===== src/rtl/counter_pkg.sv =====
// Shared constants and helpers for the counter family.
// Direction/mode encodings plus the load-value clamp.
package counter_pkg;

  localparam logic CNT_UP   = 1'b1;
  localparam logic CNT_DOWN = 1'b0;

  localparam int MODE_WRAP = 0;
  localparam int MODE_SAT  = 1;

  function automatic int unsigned clamp_max(input int unsigned val, input int unsigned max);
    return (val > max) ? max : val;
  endfunction

endpackage


===== src/rtl/sticky_flag.sv =====
// Single-bit sticky status register: set wins over clear.
// Latency 1 cycle; no backpressure, async active-low reset.
module sticky_flag (
  input  logic clk,
  input  logic rst,
  input  logic set,
  input  logic clr,
  output logic q
);

  always_ff @(posedge clk or negedge rst) begin
    if (!rst)
      q <= 1'b0;
    else if (set)
      q <= 1'b1;
    else if (clr)
      q <= 1'b0;
  end

endmodule


===== src/rtl/param_updown_counter.sv =====
// Modulo MAX_VAL+1 up/down counter with load, wrap/saturate, tc pulse and sticky ovf.
// Latency 1 cycle input to outputs; no backpressure, en gates each step.
module param_updown_counter
  import counter_pkg::*;
#(
  parameter int          WIDTH    = 4,
  parameter int unsigned MAX_VAL  = 2**WIDTH - 1,
  parameter int          SATURATE = MODE_WRAP
) (
  input  logic             clk,
  input  logic             rst,
  input  logic             en,
  input  logic             up,
  input  logic             load,
  input  logic [WIDTH-1:0] load_val,
  input  logic             clr_flag,
  output logic [WIDTH-1:0] count,
  output logic             tc,
  output logic             ovf
);

  localparam logic [WIDTH-1:0] MAX_W = WIDTH'(MAX_VAL);
  localparam bit               WRAP  = (SATURATE == MODE_WRAP);

  logic [WIDTH-1:0] count_d;
  logic             bnd;

  // Boundary is detected on the current count before stepping, so count never exceeds MAX_VAL.
  always_comb begin
    count_d = count;
    bnd     = 1'b0;
    if (load) begin
      count_d = WIDTH'(clamp_max(32'(load_val), MAX_VAL));
    end else if (en) begin
      case (up)
        CNT_UP: begin
          if (count == MAX_W) begin
            bnd     = 1'b1;
            count_d = WRAP ? '0 : MAX_W;
          end else begin
            count_d = count + 1'b1;
          end
        end
        CNT_DOWN: begin
          if (count == '0) begin
            bnd     = 1'b1;
            count_d = WRAP ? MAX_W : '0;
          end else begin
            count_d = count - 1'b1;
          end
        end
        default: count_d = count;
      endcase
    end
  end

  always_ff @(posedge clk or negedge rst) begin
    if (!rst) begin
      count <= '0;
      tc    <= 1'b0;
    end else begin
      count <= count_d;
      tc    <= bnd;
    end
  end

  sticky_flag u_ovf (
    .clk (clk),
    .rst (rst),
    .set (bnd),
    .clr (clr_flag),
    .q   (ovf)
  );

endmodule


===== config.mk =====
export PLATFORM = sky130hd
export DESIGN_NAME = param_updown_counter
export DESIGN_NICKNAME = d
export VERILOG_FILES = /design/src/rtl/counter_pkg.sv /design/src/rtl/sticky_flag.sv /design/src/rtl/param_updown_counter.sv
export SDC_FILE = /design/constraint.sdc
export NUM_CORES = 1
export LEC_CHECK = 0
export BUFFER_PORTS_ARGS = -buffer_cell sky130_fd_sc_hd__buf_2
export CAP_MARGIN = 20
export CORE_AREA = 3 3 40 42
export DETAILED_ROUTE_END_ITERATION = 12
export DIE_AREA = 0 0 43 45
export PLACE_DENSITY = 0.51
export SYNTH_ARGS = -nofsm -noshare
export SYNTH_HDL_FRONTEND = slang
export SYNTH_HIERARCHICAL = 1
export SYNTH_SLANG_ARGS = --single-unit

===== constraint.sdc =====
create_clock -name clk -period 1.6 [get_ports clk]
set_clock_uncertainty 0.1 [all_clocks]
set_input_delay 0.08 -clock clk [delete_from_list [all_inputs] [get_ports clk]]
set_output_delay 0.08 -clock clk [all_outputs]
set_load 0.03 [all_outputs]

==> impl_metrics.env <==
export IMPL_period_minus_slack_ps=1530
export IMPL_required_ps=1680
export IMPL_post_dp_hpwl_microns=791
export IMPL_num_nets_final=85
export IMPL_r2r_end="count[3]$_DFFE_PN0P_"
export IMPL_min_path_type="in2reg"
export IMPL_cts_buffers=3
export IMPL_dr_pass1_iters=4
export IMPL_synthSimpleGateAreaFrac_pct=14.1
export IMPL_core_area_sq_mm=0.00128
export IMPL_async_flop_share_pct=100
export IMPL_finalSetupViolCount=0
export IMPL_htree_levels=1
export IMPL_fmax_mhz=654
export IMPL_irDropWorstVdd_uv=492
export IMPL_critPathLaunchType="register"
export IMPL_vias=445
export IMPL_die_h_microns=45
export IMPL_status="complete, no violations"
export IMPL_power_leakage_nw=0.303
export IMPL_gr_total_overflow=0
export IMPL_fin_cells=87
export IMPL_synth_area_leader_cell="dfrtp_1"
export IMPL_netlist_area_sq_um=400
export IMPL_power_density_mw_per_mm2=892
export IMPL_clk_pin_slew_worst_paths_ps=60
export IMPL_yosysSeqAreaShare_pct=37.5
export IMPL_worstMarginPinSlew_ps=341
export IMPL_synth_compound_area_share_pct=30.3
export IMPL_grt_pass1_wl_mm=1.67
export IMPL_clockRootBuffer="clkbuf_4"
export IMPL_n_antenna_cell=0
export IMPL_routed_via_density=5.11
export IMPL_synth_avg_cell_area_sq_um=8.52
export IMPL_wire_per_inst_microns=12.9
export IMPL_yosysTopAreaCellShare_pct=37.5
export IMPL_clk_latency_ps=250
export IMPL_area_growth_pct=55.3
export IMPL_gp_congestion=0.764
export IMPL_ys_warn_count=6
export IMPL_critPathMaxFanout=4
export IMPL_track_usage_pct=12.0
export IMPL_report_final_hold_viol_count=0
export IMPL_yosys_most_used_dff="dfrtp_1"
export IMPL_dp_cells=77
export IMPL_cap_viol_max_count=0
export IMPL_synth_commonest_cells="dfrtp_1 (6), a21oi_1 (4), inv_1 (4), nand2_1 (4), o21ai_1 (4)"
export IMPL_cp_arrival_ps=1610
export IMPL_wirelength_mm=1.12
export IMPL_cts_buffer_depth=2
export IMPL_initial_core_util_pct=31.2
export IMPL_synth_seq_cells=6
export IMPL_ios=16
export IMPL_drcViolationCount=0
export IMPL_muxShareOfSynthArea_pct=0
export IMPL_slew_headroom_pct=77.3
export IMPL_crit_type="reg2reg"
export IMPL_grt_pass1_vias=392
export IMPL_synth_top_family_by_area="compound AO/OA/AOI/OAI gates"
export IMPL_synthAdderAreaFrac_pct=6.25
export IMPL_drive_above_1_share_pct=43.1
export IMPL_clkSinkCount=6
export IMPL_port_buffers=15
export IMPL_multi_input_area_sq_um=263
export IMPL_final_seq_area_sq_um=151
export IMPL_finalCritPeriodShare_pct=95.6
export IMPL_syn_nets=59
export IMPL_grt_max_degree=10
export IMPL_syn_inst=47
export IMPL_nFillCells=132
export IMPL_synth_xor_area_share_pct=4.38
export IMPL_endpoint="count[3]$_DFFE_PN0P_"
export IMPL_die_x_microns=43
export IMPL_synth_area_leaders="dfrtp_1 (38%), ha_1 (6.3%), a21oi_1 (5.0%), o21ai_1 (5.0%), a21o_1 (3.8%)"
export IMPL_dieArea_sq_mm=0.00194
export IMPL_drtAntennaViolNets=0
export IMPL_reg2reg_slack_ps=70
export IMPL_antenna_found_initial=0
export IMPL_endpoint_kind="register"
export IMPL_first_iter_violations=8
export IMPL_r2r_start="count[0]$_DFFE_PN0P_"
export IMPL_power_w=0.000555
export IMPL_rows=13
export IMPL_synth_edff_count=0
export IMPL_r2r_cells=6
export IMPL_yosysMostFrequentCell="dfrtp_1"
export IMPL_ys_types=24
export IMPL_cts_tree="done"
export IMPL_crit_start="count[0]$_DFFE_PN0P_"
export IMPL_slew_violations=0
-- state kept, by name, indices dropped and copies added (netlist names) --
register and count:
tc 1, count 4, u_ovf/q 1
-- what timing repair did --
action,CTS,global route
resized for setup,0,10
endpoints found under the hold margin,10,0
hold buffers,5,0
setup endpoints to repair,0,2
setup buffers,0,1
-- stage by stage --
stage	hold slack, ps	utilization [%]	TNS, ps	setup slack [ps]	cell area [sq um]
2_1_floorplan	-316	-	0	18.0	402
3_3_place_gp	-187	38.6	0	135	495
3_5_place_dp	-181	38.6	0	115	495
4_1_cts	5.69	44.5	0	96.0	572
5_1_grt	5.37	48.4	-14.2	-14.2	622
6_report	13.9	48.4	0	70.4	622
-- power breakdown --
| part | switching [W] | total, W | internal (W) | leakage (nW) |
|---|---|---|---|---|
| Clock | 0.0000648 | 0.000160 | 0.0000951 | 0.0150 |
| Combinational | 0.000108 | 0.000202 | 0.0000934 | 0.214 |
| Sequential | 0.0000268 | 0.000193 | 0.000166 | 0.0744 |
-- critical path, cell delays in order, from the launching register on --
cell	delay, ps
dfrtp_2	430
inv_2	70
ha_2	180
o21ba_4	160
o31ai_4	240
o221ai_2	140
a21oi_2	130
-- worst min-delay path by stage --
stage	slack, ps	from	end	cells past startpoint
2_1_floorplan	-320	rst	count[0]$_DFFE_PN0P_	0
6_report	10	load	count[0]$_DFFE_PN0P_	2
5_1_grt	5	clr_flag	u_ovf/q$_DFFE_PN0P_	3
3_5_place_dp	-180	rst	tc$_DFF_PN0_	1
3_3_place_gp	-190	rst	count[2]$_DFFE_PN0P_	1
4_1_cts	6	load	count[0]$_DFFE_PN0P_	2
-- layer usage --
metal	up-vias	wire (microns)	share of wire, %	global-route usage, %
li1	213	-	-	-
met1	214	427	38	12.3
met2	14	588	52	20.4
met3	4	74	6.6	6.37
met4	0	30	2.7	5.42
met5	-	0	0	0
-- cell families after synthesis --
group	count (synthesis)
compound gates	19
simple gates	12
buf+inv	6
flops	6
xor+xnor	2
fa+ha+maj	2
-- area by class of cell --
class	instances	area share [%]
inverters	4	2.41
repair buffers	23	23.7
well taps	15	3.02
clock buffers	4	4.23
multi-input cells	35	42.3
flip-flops and latches	6	24.3
-- layout by cell type (no fill, tap or decap) --
cell and count:
nand2_1 4, o21ba_4 1, o31ai_4 1, dfrtp_1 5, nand2b_1 1, o21ai_1 4, a21oi_2 2, dfrtp_2 1
a21o_1 2, clkbuf_1 1, inv_1 3, ha_2 1, a31oi_1 1, nand3_1 1, buf_2 15, xnor2_1 1
nor2b_1 1, a21boi_1 1, xor2_1 1, ha_1 1, a21oi_1 3, o21ai_0 2, o221ai_2 1, o31ai_2 1
nor3_1 1, buf_4 3, nor3_2 1, and3_1 1, clkbuf_4 3, inv_2 1, nor2_1 2, dlygate4sd3_1 5
Note: power is estimated with default switching activity, not from simulation.
